<file path="src/rtl/restoring_divider16_pkg.sv">
// Shared ALU definitions for the multi-cycle restoring divider.
// The divider state encoding and iteration constants live here.
package restoring_divider16_pkg;

  localparam int          DIV_WIDTH     = 16;
  localparam int          DIV_ITER      = 16;
  localparam int          DIV_CNT_W     = $clog2(DIV_ITER);
  localparam logic [15:0] DIV_ZERO_QUOT = 16'hFFFF;

  typedef enum logic [1:0] {
    DIV_IDLE = 2'd0,
    DIV_RUN  = 2'd1,
    DIV_DONE = 2'd2
  } div_state_t;

endpackage

</file>
<file path="src/rtl/restoring_divider16_if.sv">
// Start/busy/done handshake and operand/result bus of the divider.
// master = requester (ALU control), slave = divider.
interface restoring_divider16_if #(
  parameter int WIDTH = 16
) ();

  logic             start;
  logic [WIDTH-1:0] dividend;
  logic [WIDTH-1:0] divisor;
  logic             busy;
  logic             done;
  logic [WIDTH-1:0] quotient;
  logic [WIDTH-1:0] remainder;
  logic             div_zero;

  modport master (
    output start, dividend, divisor,
    input  busy, done, quotient, remainder, div_zero
  );

  modport slave (
    input  start, dividend, divisor,
    output busy, done, quotient, remainder, div_zero
  );

endinterface

</file>
<file path="src/rtl/restoring_divider16_trial_subtractor17.sv">
// Combinational 17-bit trial subtract; borrow_o is bit 16 of the difference.
// Reuse point for the select-adder cells of the datapath.
module trial_subtractor17 (
  input  logic [16:0] minuend_i,
  input  logic [16:0] subtrahend_i,
  output logic [15:0] diff_o,
  output logic        borrow_o
);

  logic [16:0] diff_full;

  assign diff_full = minuend_i - subtrahend_i;
  assign diff_o    = diff_full[15:0];
  assign borrow_o  = diff_full[16];

endmodule

</file>
<file path="src/rtl/restoring_divider16.sv">
// Unsigned 16-bit restoring divider, one quotient bit per cycle.
// Define DIVIDER_ZERO_DETECT_EN to short-circuit division by zero.
module restoring_divider16
  import restoring_divider16_pkg::*;
#(
  parameter int WIDTH = DIV_WIDTH
) (
  input  logic                  clk,
  input  logic                  rst,
  restoring_divider16_if.slave  div_if
);

  localparam logic [1:0]           S_IDLE   = DIV_IDLE;
  localparam logic [1:0]           S_RUN    = DIV_RUN;
  localparam logic [1:0]           S_DONE   = DIV_DONE;
  localparam logic [DIV_CNT_W-1:0] CNT_LAST = DIV_CNT_W'(DIV_ITER - 1);

  logic [1:0]           state_q, state_d;
  // The 17th partial-remainder bit is always zero once a step settles, so
  // only the low WIDTH bits are stored; it is rebuilt inside the trial value.
  logic [WIDTH-1:0]     r_q, r_d;
  logic [WIDTH-1:0]     q_q, q_d;
  logic [WIDTH-1:0]     d_q, d_d;
  logic [DIV_CNT_W-1:0] cnt_q, cnt_d;
  logic [WIDTH-1:0]     quot_q, quot_d;
  logic [WIDTH-1:0]     rem_q, rem_d;

  logic [WIDTH:0]       trial;
  logic [WIDTH-1:0]     diff;
  logic                 borrow;
  logic [WIDTH-1:0]     r_next;
  logic [WIDTH-1:0]     q_next;
  logic                 accept;

  assign trial = {r_q, q_q[WIDTH-1]};

  trial_subtractor17 u_sub (
    .minuend_i    (trial),
    .subtrahend_i ({1'b0, d_q}),
    .diff_o       (diff),
    .borrow_o     (borrow)
  );

  assign r_next = borrow ? trial[WIDTH-1:0] : diff;
  assign q_next = {q_q[WIDTH-2:0], ~borrow};
  assign accept = (state_q != S_RUN) && div_if.start;

`ifdef DIVIDER_ZERO_DETECT_EN
  logic dz_q, dz_d;
`endif

  always_comb begin
    // NOTE: every next-state signal takes its hold value first so no path
    // through the case statement leaves one unassigned (no latches).
    state_d = state_q;
    r_d     = r_q;
    q_d     = q_q;
    d_d     = d_q;
    cnt_d   = cnt_q;
    quot_d  = quot_q;
    rem_d   = rem_q;
`ifdef DIVIDER_ZERO_DETECT_EN
    dz_d    = dz_q;
`endif

    case (state_q)
      S_RUN: begin
        r_d   = r_next;
        q_d   = q_next;
        cnt_d = cnt_q + 1'b1;
        if (cnt_q == CNT_LAST) begin
          state_d = S_DONE;
          quot_d  = q_next;
          rem_d   = r_next;
        end
      end
      S_IDLE, S_DONE: begin
        state_d = S_IDLE;
        if (accept) begin
          state_d = S_RUN;
          r_d     = '0;
          q_d     = div_if.dividend;
          d_d     = div_if.divisor;
          cnt_d   = '0;
`ifdef DIVIDER_ZERO_DETECT_EN
          dz_d    = 1'b0;
          if (div_if.divisor == '0) begin
            state_d = S_DONE;
            quot_d  = DIV_ZERO_QUOT;
            rem_d   = div_if.dividend;
            dz_d    = 1'b1;
          end
`endif
        end
      end
      default: state_d = S_IDLE;
    endcase
  end

  // NOTE: sequential state uses non-blocking assignments so every register
  // samples the pre-edge values regardless of statement order.
  // NOTE: the datapath registers are reset along with the FSM; they are few
  // and the result outputs must read zero straight out of reset.
  always_ff @(posedge clk or posedge rst) begin
    if (rst) begin
      state_q <= S_IDLE;
      r_q     <= '0;
      q_q     <= '0;
      d_q     <= '0;
      cnt_q   <= '0;
      quot_q  <= '0;
      rem_q   <= '0;
    end else begin
      state_q <= state_d;
      r_q     <= r_d;
      q_q     <= q_d;
      d_q     <= d_d;
      cnt_q   <= cnt_d;
      quot_q  <= quot_d;
      rem_q   <= rem_d;
    end
  end

`ifdef DIVIDER_ZERO_DETECT_EN
  always_ff @(posedge clk or posedge rst) begin
    if (rst) dz_q <= 1'b0;
    else     dz_q <= dz_d;
  end

  assign div_if.div_zero = dz_q;
`else
  assign div_if.div_zero = 1'b0;
`endif

  assign div_if.busy      = (state_q == S_RUN);
  assign div_if.done      = (state_q == S_DONE);
  assign div_if.quotient  = quot_q;
  assign div_if.remainder = rem_q;

endmodule

</file>
<file path="src/flat_wrapper.sv">
// flat-port wrapper written by rule: the top's interface ports become plain ports
module restoring_divider16_flat import restoring_divider16_pkg::*;
#(
  parameter int WIDTH = DIV_WIDTH
)
  (clk, rst, div_if_start, div_if_dividend, div_if_divisor, div_if_busy, div_if_done, div_if_quotient, div_if_remainder, div_if_div_zero);
  restoring_divider16_if #(.WIDTH(WIDTH)) div_if_i ();
  input  logic clk;
  input  logic rst;
  input wire logic [$bits(div_if_i.start)-1:0] div_if_start;
  input wire logic [$bits(div_if_i.dividend)-1:0] div_if_dividend;
  input wire logic [$bits(div_if_i.divisor)-1:0] div_if_divisor;
  output wire logic [$bits(div_if_i.busy)-1:0] div_if_busy;
  output wire logic [$bits(div_if_i.done)-1:0] div_if_done;
  output wire logic [$bits(div_if_i.quotient)-1:0] div_if_quotient;
  output wire logic [$bits(div_if_i.remainder)-1:0] div_if_remainder;
  output wire logic [$bits(div_if_i.div_zero)-1:0] div_if_div_zero;
  assign div_if_i.start = div_if_start;
  assign div_if_i.dividend = div_if_dividend;
  assign div_if_i.divisor = div_if_divisor;
  assign div_if_busy = div_if_i.busy;
  assign div_if_done = div_if_i.done;
  assign div_if_quotient = div_if_i.quotient;
  assign div_if_remainder = div_if_i.remainder;
  assign div_if_div_zero = div_if_i.div_zero;
  restoring_divider16 #(.WIDTH(WIDTH)) u_core (.clk(clk), .rst(rst), .div_if(div_if_i));
endmodule
</file>
<file path="config.mk">
export PLATFORM = sky130hd
export DESIGN_NAME = restoring_divider16_flat
export DESIGN_NICKNAME = d
export VERILOG_FILES = /design/src/rtl/restoring_divider16_pkg.sv /design/src/rtl/restoring_divider16_if.sv /design/src/rtl/restoring_divider16_trial_subtractor17.sv /design/src/rtl/restoring_divider16.sv /design/src/flat_wrapper.sv
export SDC_FILE = /design/constraint.sdc
export NUM_CORES = 1
export LEC_CHECK = 0
export ABC_AREA = 1
export CORE_MARGIN = 4
export CORE_UTILIZATION = 59
export CTS_BUF_LIST = sky130_fd_sc_hd__clkbuf_4 sky130_fd_sc_hd__clkbuf_8 sky130_fd_sc_hd__clkbuf_16
export DETAILED_ROUTE_END_ITERATION = 8
export PLACE_DENSITY = 0.85
export SETUP_SLACK_MARGIN = 0.02
export SYNTH_ARGS = -nofsm -noshare
export SYNTH_HDL_FRONTEND = slang
export SYNTH_HIERARCHICAL = 1
export SYNTH_SLANG_ARGS = --single-unit
</file>
<file path="constraint.sdc">
create_clock -name clk -period 6.42 [get_ports clk]
set_input_delay 1.926 -clock clk [delete_from_list [all_inputs] [get_ports clk]]
set_output_delay 1.926 -clock clk [all_outputs]
set_load 0.01 [all_outputs]
</file>
==> results.md, run 1 <==
* Register area share after synthesis at 44.1%
* Cell row count at 32
* Seq cells post-synth at 86
* Height of the die at 99.0 µm
* Share of cells above drive strength 1 at under 10%
* DR pass1 iterations at 5
* Vias in the first global route at 4319
* Post-CTS setup repair buffer count at 0
* Clk buf depth at 2
* Slew HR at 50.4%
* Final net count at 775
* Multi-input logic area at 2270 µm²
* EDFF count, synth at 0
* Gr ovfl total at 0
* Largest net degree at the start of global routing at 50
* Filler cells at 634
* Die X at 99.0 µm
* Initial Util at 61.9%
* Max Freq at 0.222 GHz
* Clk_lat worst skew at ~360 ps
* Unique masters post-synth at 31
* Post-synth ARST share at 100%
* Max-cap violations at 0
* IO buf count at 68
* Number of vias per cell at between 5 and 6
* Post-DRT Antenna Nets at 0
* Die Area at 9790 µm²
* DP Wirelength at 8100 µm
* Synth area leader: dfrtp_1
* Outcome: finished clean
* All-Layer GR Usage at 24.3%
* TNS Setup at 0 ps
* DRC at 0
* Drt wl/cell at ~14 µm
* Period utilisation layout at 70.1%
* Critical Path Source Type: register
* YS warnings at 6
* CTS H-tree depth at 3
* Top Ports at 70
* Actual slew at the worst max-slew pin at 742 ps
* Area contributors post-synth: dfrtp_1, nand2_1, inv_1
* Initial antenna violation count at 0
* First-pass GRT wire length at 19600 µm
* Worst min path class: register to register
* Resized Gates After CTS at 0
* GPL Wtd Cong at just under 0.9
* Reg clk slew, reported paths at 90 ps
* Clock Skews at ~12 ps
* Unrepaired setup endpoints after global routing: no
* Area delta synth->final at 17.6%
* Vias at 4372
* Core footprint at 7890 µm²
* Main synth FF type: dfrtp_1
* Mapped Cells at around 670
* Register area at 2150 µm²
* Mapped Area at slightly below 5000 µm²
* Root buf cell: clkbuf_8
* Max-slew violations at 0
* Critical Path End Type: primary output
* TritonCTS clock tree: yes
* Detailed Route Iter0 Violations at 190
* Total Routed Length at about 11000 µm
* Kind of critical path: register to primary output
* # diodes at 0
* Mapped Avg Cell Area at 7.33 µm²
* Minimum clock period at 4500 ps
* Final setup violation count at 0
* Critical Path AT at 2580 ps
* Crit-path max FO at 33
* Hold Violations, Final at 0
* CTS Buf Count at 9
* Sink Count at 86
* Top cell type's share of synthesized area at 44.1%
* Hold_buf cts at 0
* WP data required at approximately 4500 ps
## layer usage
layer  GRT usage (%)  wire [µm]
met3            5.38        593
met1            31.5       5160
met5               0          0
met4            6.83        141
met2            41.2       5570
## cell usage after synthesis, types with 2 or more instances
master	number
buf_6	4
inv_1	74
or2_2	11
or2_1	5
ha_1	17
nor2_1	12
buf_2	5
dfrtp_1	86
nor3_2	4
xor2_1	5
nand2_4	2
buf_4	6
nand3_1	30
o21ai_0	46
clkbuf_1	9
inv_2	4
a21oi_1	11
o211ai_1	15
xnor2_1	3
buf_1	2
nand2_1	299
nand2_2	7
## state kept, by name, indices dropped and copies added, names as in the netlist
name and flops:
u_core/d_q 16, u_core/state_q 2, u_core/div_if.quotient 16, u_core/q_q 16
u_core/cnt_q 4, u_core/r_q 16, u_core/div_if.remainder 16
## worst max-delay path, stage by stage, from the launching register on
cell and delay [ps]:
dfrtp_1 720, inv_2 440, nor2_2 170, buf_4 270, clkdlybuf4s50_1 610
## path summary, 6_finish.rpt
check                                   from                         end  slack (ps)  cells after the start
setup reg to reg              u_core/q_q[15]              u_core/r_q[10]        3170                     15
min in group asynchronous                rst  u_core/div_if.quotient[14]        1940                      2
hold / removal                 u_core/d_q[8]               u_core/d_q[8]         480                      2
max in group asynchronous                rst              u_core/r_q[10]        3410                      3
setup / recovery           u_core/state_q[0]                 div_if_busy        1920                      4
hold reg to reg                u_core/d_q[8]               u_core/d_q[8]         480                      2
## layout make-up
class                   instances  area share (%)
flip-flops and latches         86            37.5
well taps                     102            2.22
clock buffers                  10            2.29
multi-input cells             475            39.6
inverters                      79            5.23
repair buffers                 71            12.2
clock inverters                 6           0.915
## through the flow
step           setup WS, ps  cell area [µm²]  hold slack (ps)  utilization (%)  cells
4_1_cts                1900             5740              479             72.8    829
6_report               1920             5740              478             72.8    829
2_1_floorplan          2270             4890              442                -    667
3_5_place_dp           2340             5560              458             70.4    813
5_1_grt                1740             5740              503             72.8    829
3_3_place_gp           2420             5560              457             70.4    813
## cells in the final DEF (no fill, tap or decap), types with 7 or more instances in the layout
cell / instances
ha_1: 17
clkbuf_8: 9
a21oi_1: 11
nand3_1: 30
clkdlybuf4s50_1: 68
o211ai_1: 15
dfrtp_1: 86
or2_2: 11
nor2_1: 12
nand2_1: 299
inv_1: 73
nand2_2: 7
o21ai_0: 46
## cells by family (layout without fill, tap and decap cells)
logic type,Yosys count,after routing,share of synthesized area (%)
xor gates and xnor gates,8,8,1.44
other,1,2,0.0768
AOI/OAI and AO/OA,74,74,8.43
adders and majority gates,18,18,4.77
and+or+nand+nor,373,373,31.8
DFF,86,86,44.1
buffers and inverters,106,166,9.43
Power of run 1 is left out: the tool's default activity adds up to more than one toggle a clock period on the data nets, which glitch-free logic cannot reach.
==> run 2, diff against run 1 <==
--- a/config.mk
+++ b/config.mk
@@ -7,10 +7,10 @@
 export LEC_CHECK = 0
 export ABC_AREA = 1
 export CORE_MARGIN = 4
-export CORE_UTILIZATION = 59
+export CORE_UTILIZATION = 50
 export CTS_BUF_LIST = sky130_fd_sc_hd__clkbuf_4 sky130_fd_sc_hd__clkbuf_8 sky130_fd_sc_hd__clkbuf_16
 export DETAILED_ROUTE_END_ITERATION = 8
-export PLACE_DENSITY = 0.85
+export PLACE_DENSITY = 0.77
 export SETUP_SLACK_MARGIN = 0.02
 export SYNTH_ARGS = -nofsm -noshare
 export SYNTH_HDL_FRONTEND = slang
==> constraint.sdc (replaced) <==
create_clock -name clk -period 3.8 [get_ports clk]
set_input_delay 1.14 -clock clk [delete_from_list [all_inputs] [get_ports clk]]
set_output_delay 1.14 -clock clk [all_outputs]
set_load 0.01 [all_outputs]
==> results.md, run 2 (same netlist as run 1, synthesis figures left out) <==
* Crit-path max FO at 22 (-33%)
* Post-DRT Antenna Nets at 0 (unchanged)
* TNS Setup at 0 ps (unchanged)
* Filler cells at 877 (+38%)
* Top Ports at 70 (unchanged)
* # diodes at 0 (unchanged)
* Die Area at 11400 µm² (+16%)
* Actual slew at the worst max-slew pin at 777 ps (+34.7 ps)
* Vias at 4348 (-0.55%)
* Sink Count at 86 (unchanged)
* Power Dens Cells at 1060 nW/µm²
* All-Layer GR Usage at 21.6% (-2.8 points)
* Final net count at 777 (+0.26%)
* DR pass1 iterations at 5 (unchanged)
* Worst VDD drop at 0.000460 V
* DRC at 0 (unchanged)
* WP data required at 2660 ps (-1830 ps)
* CTS H-tree depth at 3 (unchanged)
* Area delta synth->final at 18.9%
* Initial Util at 52.1% (-9.8 points)
* Core footprint at 9370 µm² (+19%)
* Minimum clock period at 3320 ps
* Vias in the first global route at 4248 (-1.6%)
* Total Routed Length at 11600 µm (+1.6%)
* Hold Violations, Final at 0 (unchanged)
* Die X at 107 µm (+7.9%)
* Final worst slack at 475 ps (-1440 ps)
* Clock Skews at 15.7 ps (+3.44 ps)
* Max Freq at 0.301 GHz
* Final setup violation count at 0 (unchanged)
* Place WS at 846 ps (-1490 ps)
* Post-Place Cell Area at 5620 µm² (+1.1%)
* Period utilisation layout at 87.5%
* Height of the die at 107 µm (+7.9%)
* Unrepaired setup endpoints after global routing: no
* Gr ovfl total at 0 (unchanged)
* Initial antenna violation count at 0 (unchanged)
* Slew HR at 48.1% (-2.3 points)
* Hold_buf cts at 0 (unchanged)
* IO buf count at 68 (unchanged)
* Critical Path End Type: primary output
* Share of cells above drive strength 1 at 7.54% (+0.25 points)
* Root buf cell: clkbuf_8
* Fin area at 5810 µm² (+1.2%)
* Critical Path Source Type: register
* Kind of critical path: register to primary output
* Detailed Route Iter0 Violations at 282 (+48%)
* Largest net degree at the start of global routing at 49 (-2.0%)
* Most common cell after layout, fill and taps aside: nand2_1
* Clk buf depth at 2 (unchanged)
* Cell row count at 35 (+9.4%)
* Max-slew violations at 0 (unchanged)
* CTS Buf Count at 9 (unchanged)
* Leakage power total at ~3.1 nW
* Post-CTS setup repair buffer count at 0 (unchanged)
* Clk_lat worst skew at 350 ps (about the same)
* Drt wl/cell at 13.6 µm (-1.9%)
* Max-cap violations at 0 (unchanged)
* Number of vias per cell at 5.07 (-3.9%)
* DP Wirelength at 8250 µm (+1.8%)
* Critical Path AT at 2180 ps (-400 ps)
* GPL Wtd Cong at 0.922 (+3.5%)
* Resized Gates After CTS at 0 (unchanged)
* First-pass GRT wire length at 20000 µm (+1.8%)
* Commonest cells after routing, fill and taps aside: nand2_1, dfrtp_1, inv_1
* Worst min path class: register to register
* Hold slack final at 478 ps (-0.355 ps)
* Reg clk slew, reported paths at 100 ps (about the same)
* TritonCTS clock tree: yes
* Outcome: finished clean
## run 2: cell types whose count changed in the layout (fill, tap and decap cells not counted), sizes merged
cell / delta
buf: +2
clkinvlp: -1
clkinv: +1
## run 2: routing by layer
metal  vias up  global-route usage [%]  part of all wire [%]
li1       2171                       -                     -
met3        15                    4.21                   6.4
met5         -                       0                     0
met4         0                    7.31                   1.8
met1      2023                    29.0                    45
met2       139                    35.0                    46
## run 2: report_power, final
group / switching (mW) / total, mW / internal (mW)
combinational: 2.39 / 3.82 / 1.43
clock: 0.349 / 0.615 / 0.265
sequential: 0.334 / 1.72 / 1.39
total: 3.07 / 6.15 / 3.08
## run 2: cell type report
cell class              instances  area [µm²]  area share, %
well taps                     129         161           2.78
clock buffers                  10         138           2.37
repair buffers                 73         731           12.6
clock inverters                 6        51.3          0.883
flip-flops and latches         86        2150           37.1
inverters                      79         300           5.17
multi-input cells             475        2270           39.2
## run 2: worst paths after layout
check / start / end / slack (ps) / cells past startpoint
setup / recovery: u_core/state_q[0] / div_if_busy / 480 / 4
hold / removal: u_core/d_q[9] / u_core/d_q[9] / 480 / 2
setup reg to reg: u_core/q_q[15] / u_core/r_q[13] / 970 / 15
hold reg to reg: u_core/d_q[9] / u_core/d_q[9] / 480 / 2
max in group asynchronous: rst / u_core/div_if.quotient[2] / 1920 / 3
min in group asynchronous: rst / u_core/q_q[12] / 1190 / 2
## run 2: through the flow
stage          cells  power, mW  util (%)
2_1_floorplan    667       4.46         -
3_3_place_gp     842       5.43      59.9
3_5_place_dp     842       5.53      59.9
4_1_cts          858       6.16      62.0
5_1_grt          858       6.85      62.0
6_report         858       6.15      62.0
## run 2: critical path, stage by stage (launching register included)
cell and delay (ps):
dfrtp_1 780, inv_2 90, nor2_2 100, buf_4 270, clkdlybuf4s50_1 590
Power figures use the tool's default switching activity.
==> edit 1, RTL diff (flow settings as in run 2) <==
`DIV_ITER`: 16 -> 32.
--- a/src/rtl/restoring_divider16_pkg.sv
+++ b/src/rtl/restoring_divider16_pkg.sv
@@ -3,7 +3,7 @@
 package restoring_divider16_pkg;
 
   localparam int          DIV_WIDTH     = 16;
-  localparam int          DIV_ITER      = 16;
+  localparam int          DIV_ITER      = 32;
   localparam int          DIV_CNT_W     = $clog2(DIV_ITER);
   localparam logic [15:0] DIV_ZERO_QUOT = 16'hFFFF;
 
Check against the original RTL: same outputs for any inputs over 10 cycles, from zero or initial values and one cycle with rst high; that may be too few to reach the edited logic, so the function may still have changed.
==> edit 1 against run 2 <==
- count of clock-buffer cells in the layout is the same
- final cell count up 0.12%
- hold slack better by 0.0049 ns
- power grew 0.70%
- largest cell class is now flip-flops and latches
- worst setup slack improved by 0.33 ns
- sequential cell count increased by 1
- highest routed layer unchanged
- final area is the same
- fmax rose by 11%
- synthesized area down 0.28%
- global-route usage shrank 0.68 points
- wire length decreased by 4.2%
==> edit 1: results (changes against run 2) <==
stage;metric;value;unit;change
run_status;status;complete, no violations;;
grt;grt_pass1_wl;19300;µm;-3.5%
synth;synthAdderAreaFrac;5.04;%;+0.27 points
worst_setup_path;slowest_stage;nand2_1;;
detailed_routing;met2_wirelength;5400;µm;-0.11%
detailed_routing;wl_met1;5190;µm;-1.6%
timing;fin_skew;0.0122;ns;-0.00350 ns
timing;whs;0.482;ns;+0.00487 ns
grt;track_usage;20.9;%;-0.68 points
worst_setup_path;crit_path_end;u_core/div_if.remainder[7];;
worst_setup_path;r2r_slack;0.80;ns;-0.17 ns
synth;synth-xor-area-share;1.44;%;+0.0041 points
worst_setup_path;critPathTopFamily;simple AND/OR/NAND/NOR gates;;
worst_setup_path;slowest_delay;0.75;ns;-0.03 ns
synth;synth_commonest_cells;275 x nand2_1, 97 x inv_1, 87 x dfrtp_1;;
placed_design;place_ws;0.889;ns;+0.0430 ns
worst_setup_path;critPathLaunch;u_core/q_q[15];;
timing;fmax;334;MHz;+11%
final_layout;drive_gt1_share;6.30;%;-1.2 points
placed_design;hpwlAfterDp;7830;µm;-5.0%
grt;grt_max_degree;53;;+8.2%
placed_design;gp_congestion;0.919;;-0.29%
hold_path;hold_end;u_core/d_q[10];;
grt;gr-usage-met3;4.09;%;-0.12 points
synth;yosysUniqueCellTypes;24;;-23%
detailed_routing;wl_per_cell;13.0;µm;-4.3%
synth;synthTopCellsByArea;dfrtp_1 45%, nand2_1 21%, inv_1 7.5%;;
power_and_ir_drop;internal_power;3.24;mW;+5.0%
synth;ys_seq_area_share;44.7;%;+0.64 points
power_and_ir_drop;p_comb_share;61.0;%;-1.0 points
worst_setup_path;worst-path-max-fanout;34;;+55%
detailed_routing;vias;4203;;-3.3%
detailed_routing;drt_iter0_drc;206;;-27%
power_and_ir_drop;max-vdd-ir-drop;0.491;mV;+6.8%
detailed_routing;met3WireLength;458;µm;-39%
-- edit 1: changes by cell type in the layout (fill, tap and decap cells not counted), moves of 3 or more --
cell and delta:
a21oi_1 +7, inv_1 +23, inv_2 +3, nand2_1 -24, nor2_1 +7, o211ai_1 -15, o21ai_0 +8, o21ai_1 +6
o21ai_2 +4, or2_1 -3, or2_2 -11
-- edit 1: metrics by stage --
| stage | instances | power (mW) | area (µm²) |
|---|---|---|---|
| floorplan | 669 | 4.44 | 4870 |
| global placement | 844 | 5.30 | 5580 |
| detailed placement | 844 | 5.42 | 5580 |
| CTS | 859 | 6.21 | 5810 |
| global route | 859 | 6.90 | 5810 |
| finish | 859 | 6.20 | 5810 |
-- edit 1: final cells by class --
type                            instances  area (µm²)
Tap cell                              129         161
Timing Repair Buffer                   73         731
Clock inverter                          5        88.8
Multi-Input combinational cell        451        2120
Sequential cell                        87        2180
Clock buffer                           10         138
Inverter                              104         392
Fill cell                             869        3560
==> edit 2, RTL diff (settings of run 2) <==
Without the edit above. `r_q`, `q_q` and `d_q` no longer have a reset.
--- a/src/rtl/restoring_divider16.sv
+++ b/src/rtl/restoring_divider16.sv
@@ -104,21 +104,21 @@
   always_ff @(posedge clk or posedge rst) begin
     if (rst) begin
       state_q <= S_IDLE;
-      r_q     <= '0;
-      q_q     <= '0;
-      d_q     <= '0;
       cnt_q   <= '0;
       quot_q  <= '0;
       rem_q   <= '0;
     end else begin
       state_q <= state_d;
-      r_q     <= r_d;
-      q_q     <= q_d;
-      d_q     <= d_d;
       cnt_q   <= cnt_d;
       quot_q  <= quot_d;
       rem_q   <= rem_d;
     end
+  end
+
+  always_ff @(posedge clk) begin
+    r_q <= r_d;
+    q_q <= q_d;
+    d_q <= d_d;
   end
 
 `ifdef DIVIDER_ZERO_DETECT_EN
Function: no difference found for any inputs over 10 cycles, from zero or initial values and one cycle with rst high; that may be too few to reach the edited logic, so the function may still have changed.
==> edit 2 against run 2 <==
- core utilization grew 0.86 points
- final area shrank 4.3%
- synthesized area shrank 5.5%
- sequential cell count is the same
- clock skew shrank 0.0050 ns
- final cell count shrank 13%
- power shrank 19%
- wire length shrank 11%
- sequential power grew 5%
- worst setup slack gained 0.29 ns
- critical path type unchanged
- critical endpoint unchanged
==> edit 2: results (changes against run 2) <==
stage;metric;value;unit;change
run_status;status;complete, no violations;;
placed_design;place_inst;727;;-14%
detailed_routing;routed_wl;10300;µm;-11%
timing;worst_slew_pin_slew;0.775;ns;-0.00213 ns
placed_design;placed_area;5350;µm²;-4.7%
worst_setup_path;r2r_cells;16;;+1
placed_design;hpwlAfterDp;7270;µm;-12%
detailed_routing;drt_iter0_drc;246;;-13%
final_layout;fin_nets;683;;-12%
worst_setup_path;crit-reg2reg-launch;u_core/q_q[15];;
synth;ys_seq_area_share;51.8;%;+7.8 points
final_layout;fillers;789;;-10%
worst_setup_path;worst-path-max-fanout;18;;-18%
grt;grt_max_degree;39;;-20%
synth;syn_inst;564;;-15%
synth;yosysUniqueCellTypes;26;;-16%
synth;synthTopCellsByArea;edfxtp_1 31%, nand2_1 21%, dfrtp_1 21%;;
synth;synthArstFlopShare;44.2;%;-56 points
power_and_ir_drop;p_leak;2.76;nW;-10%
hold_path;hold_end;u_core/div_if.quotient[12];;
hold_path;hold_path.startpoint;u_core/q_q[11];;
detailed_routing;vias_per_cell;5.06;;about the same
final_layout;drive_gt1_share;5.98;%;-1.6 points
placed_design;gp_congestion;0.835;;-9.4%
worst_setup_path;critPathTopFamily;flip-flops;;
synth;synth_edf_count;48;;+48
detailed_routing;vias;3763;;-13%
[edit 2: worst reg2reg max path, delay by kind of cell, from the launching register on]
family,cells,cell delay (ns)
compound gates,1,0.08
fa+ha+maj,2,0.62
buf+inv,4,0.52
flops,1,0.36
simple gates,9,0.72
[edit 2: per-layer routing]
| metal | GRT usage, % | vias up | part of all wire, % |
|---|---|---|---|
| met3 | 4.03 | 19 | 5.0 |
| met1 | 24.9 | 1737 | 43 |
| met4 | 6.74 | 0 | 2.0 |
| met2 | 33.4 | 111 | 50 |
| met5 | 0 | - | 0 |
| li1 | - | 1896 | - |
[edit 2: through the flow]
step                      hold slack, ns  utilization [%]  power [mW]
after global placement             0.467             60.5        4.20
after global routing               0.520             62.8        5.40
final                              0.478             62.8        4.97
after detailed placement           0.465             60.5        4.29
after CTS                          0.486             62.8        4.98
after floorplan                    0.451                -        3.44
[edit 2: layout make-up]
| cell class | count | area, µm² | share of cell area, % |
|---|---|---|---|
| timing repair buffer | 72 | 711 | 12.8 |
| inverter | 73 | 274 | 4.93 |
| sequential | 86 | 2390 | 43.0 |
| clock buffer | 10 | 138 | 2.48 |
| multi-input combinational | 388 | 1840 | 33.1 |
| clock inverter | 6 | 67.6 | 1.22 |
| tap | 108 | 135 | 2.43 |
[edit 2: worst max path at each step]
stage                            from              end  slack [ns]  cells after the start
floorplan                div_if_start  u_core/cnt_q[2]        1.42                      5
global placement         div_if_start   u_core/r_q[13]        1.02                      4
detailed placement       div_if_start   u_core/r_q[14]        0.98                      4
CTS                 u_core/state_q[0]      div_if_busy        0.76                      3
global route        u_core/state_q[0]      div_if_busy        0.66                      3
finish              u_core/state_q[0]      div_if_busy        0.77                      3
[edit 2: cell families after synthesis]
logic type      count (synthesis)  synth area share [%]
fa+ha+maj                      18                  5.04
other cells                     1                0.0813
simple gates                  298                  26.4
compound gates                 62                  6.81
xor+xnor                        8                  1.52
buf+inv                        91                  8.32
flops                          86                  51.8
[edit 2: report_power, final]
part	switching, mW	leakage [nW]	internal [mW]
Sequential	0.274	0.939	1.53
Combinational	1.53	1.72	0.973
Clock	0.339	0.101	0.326
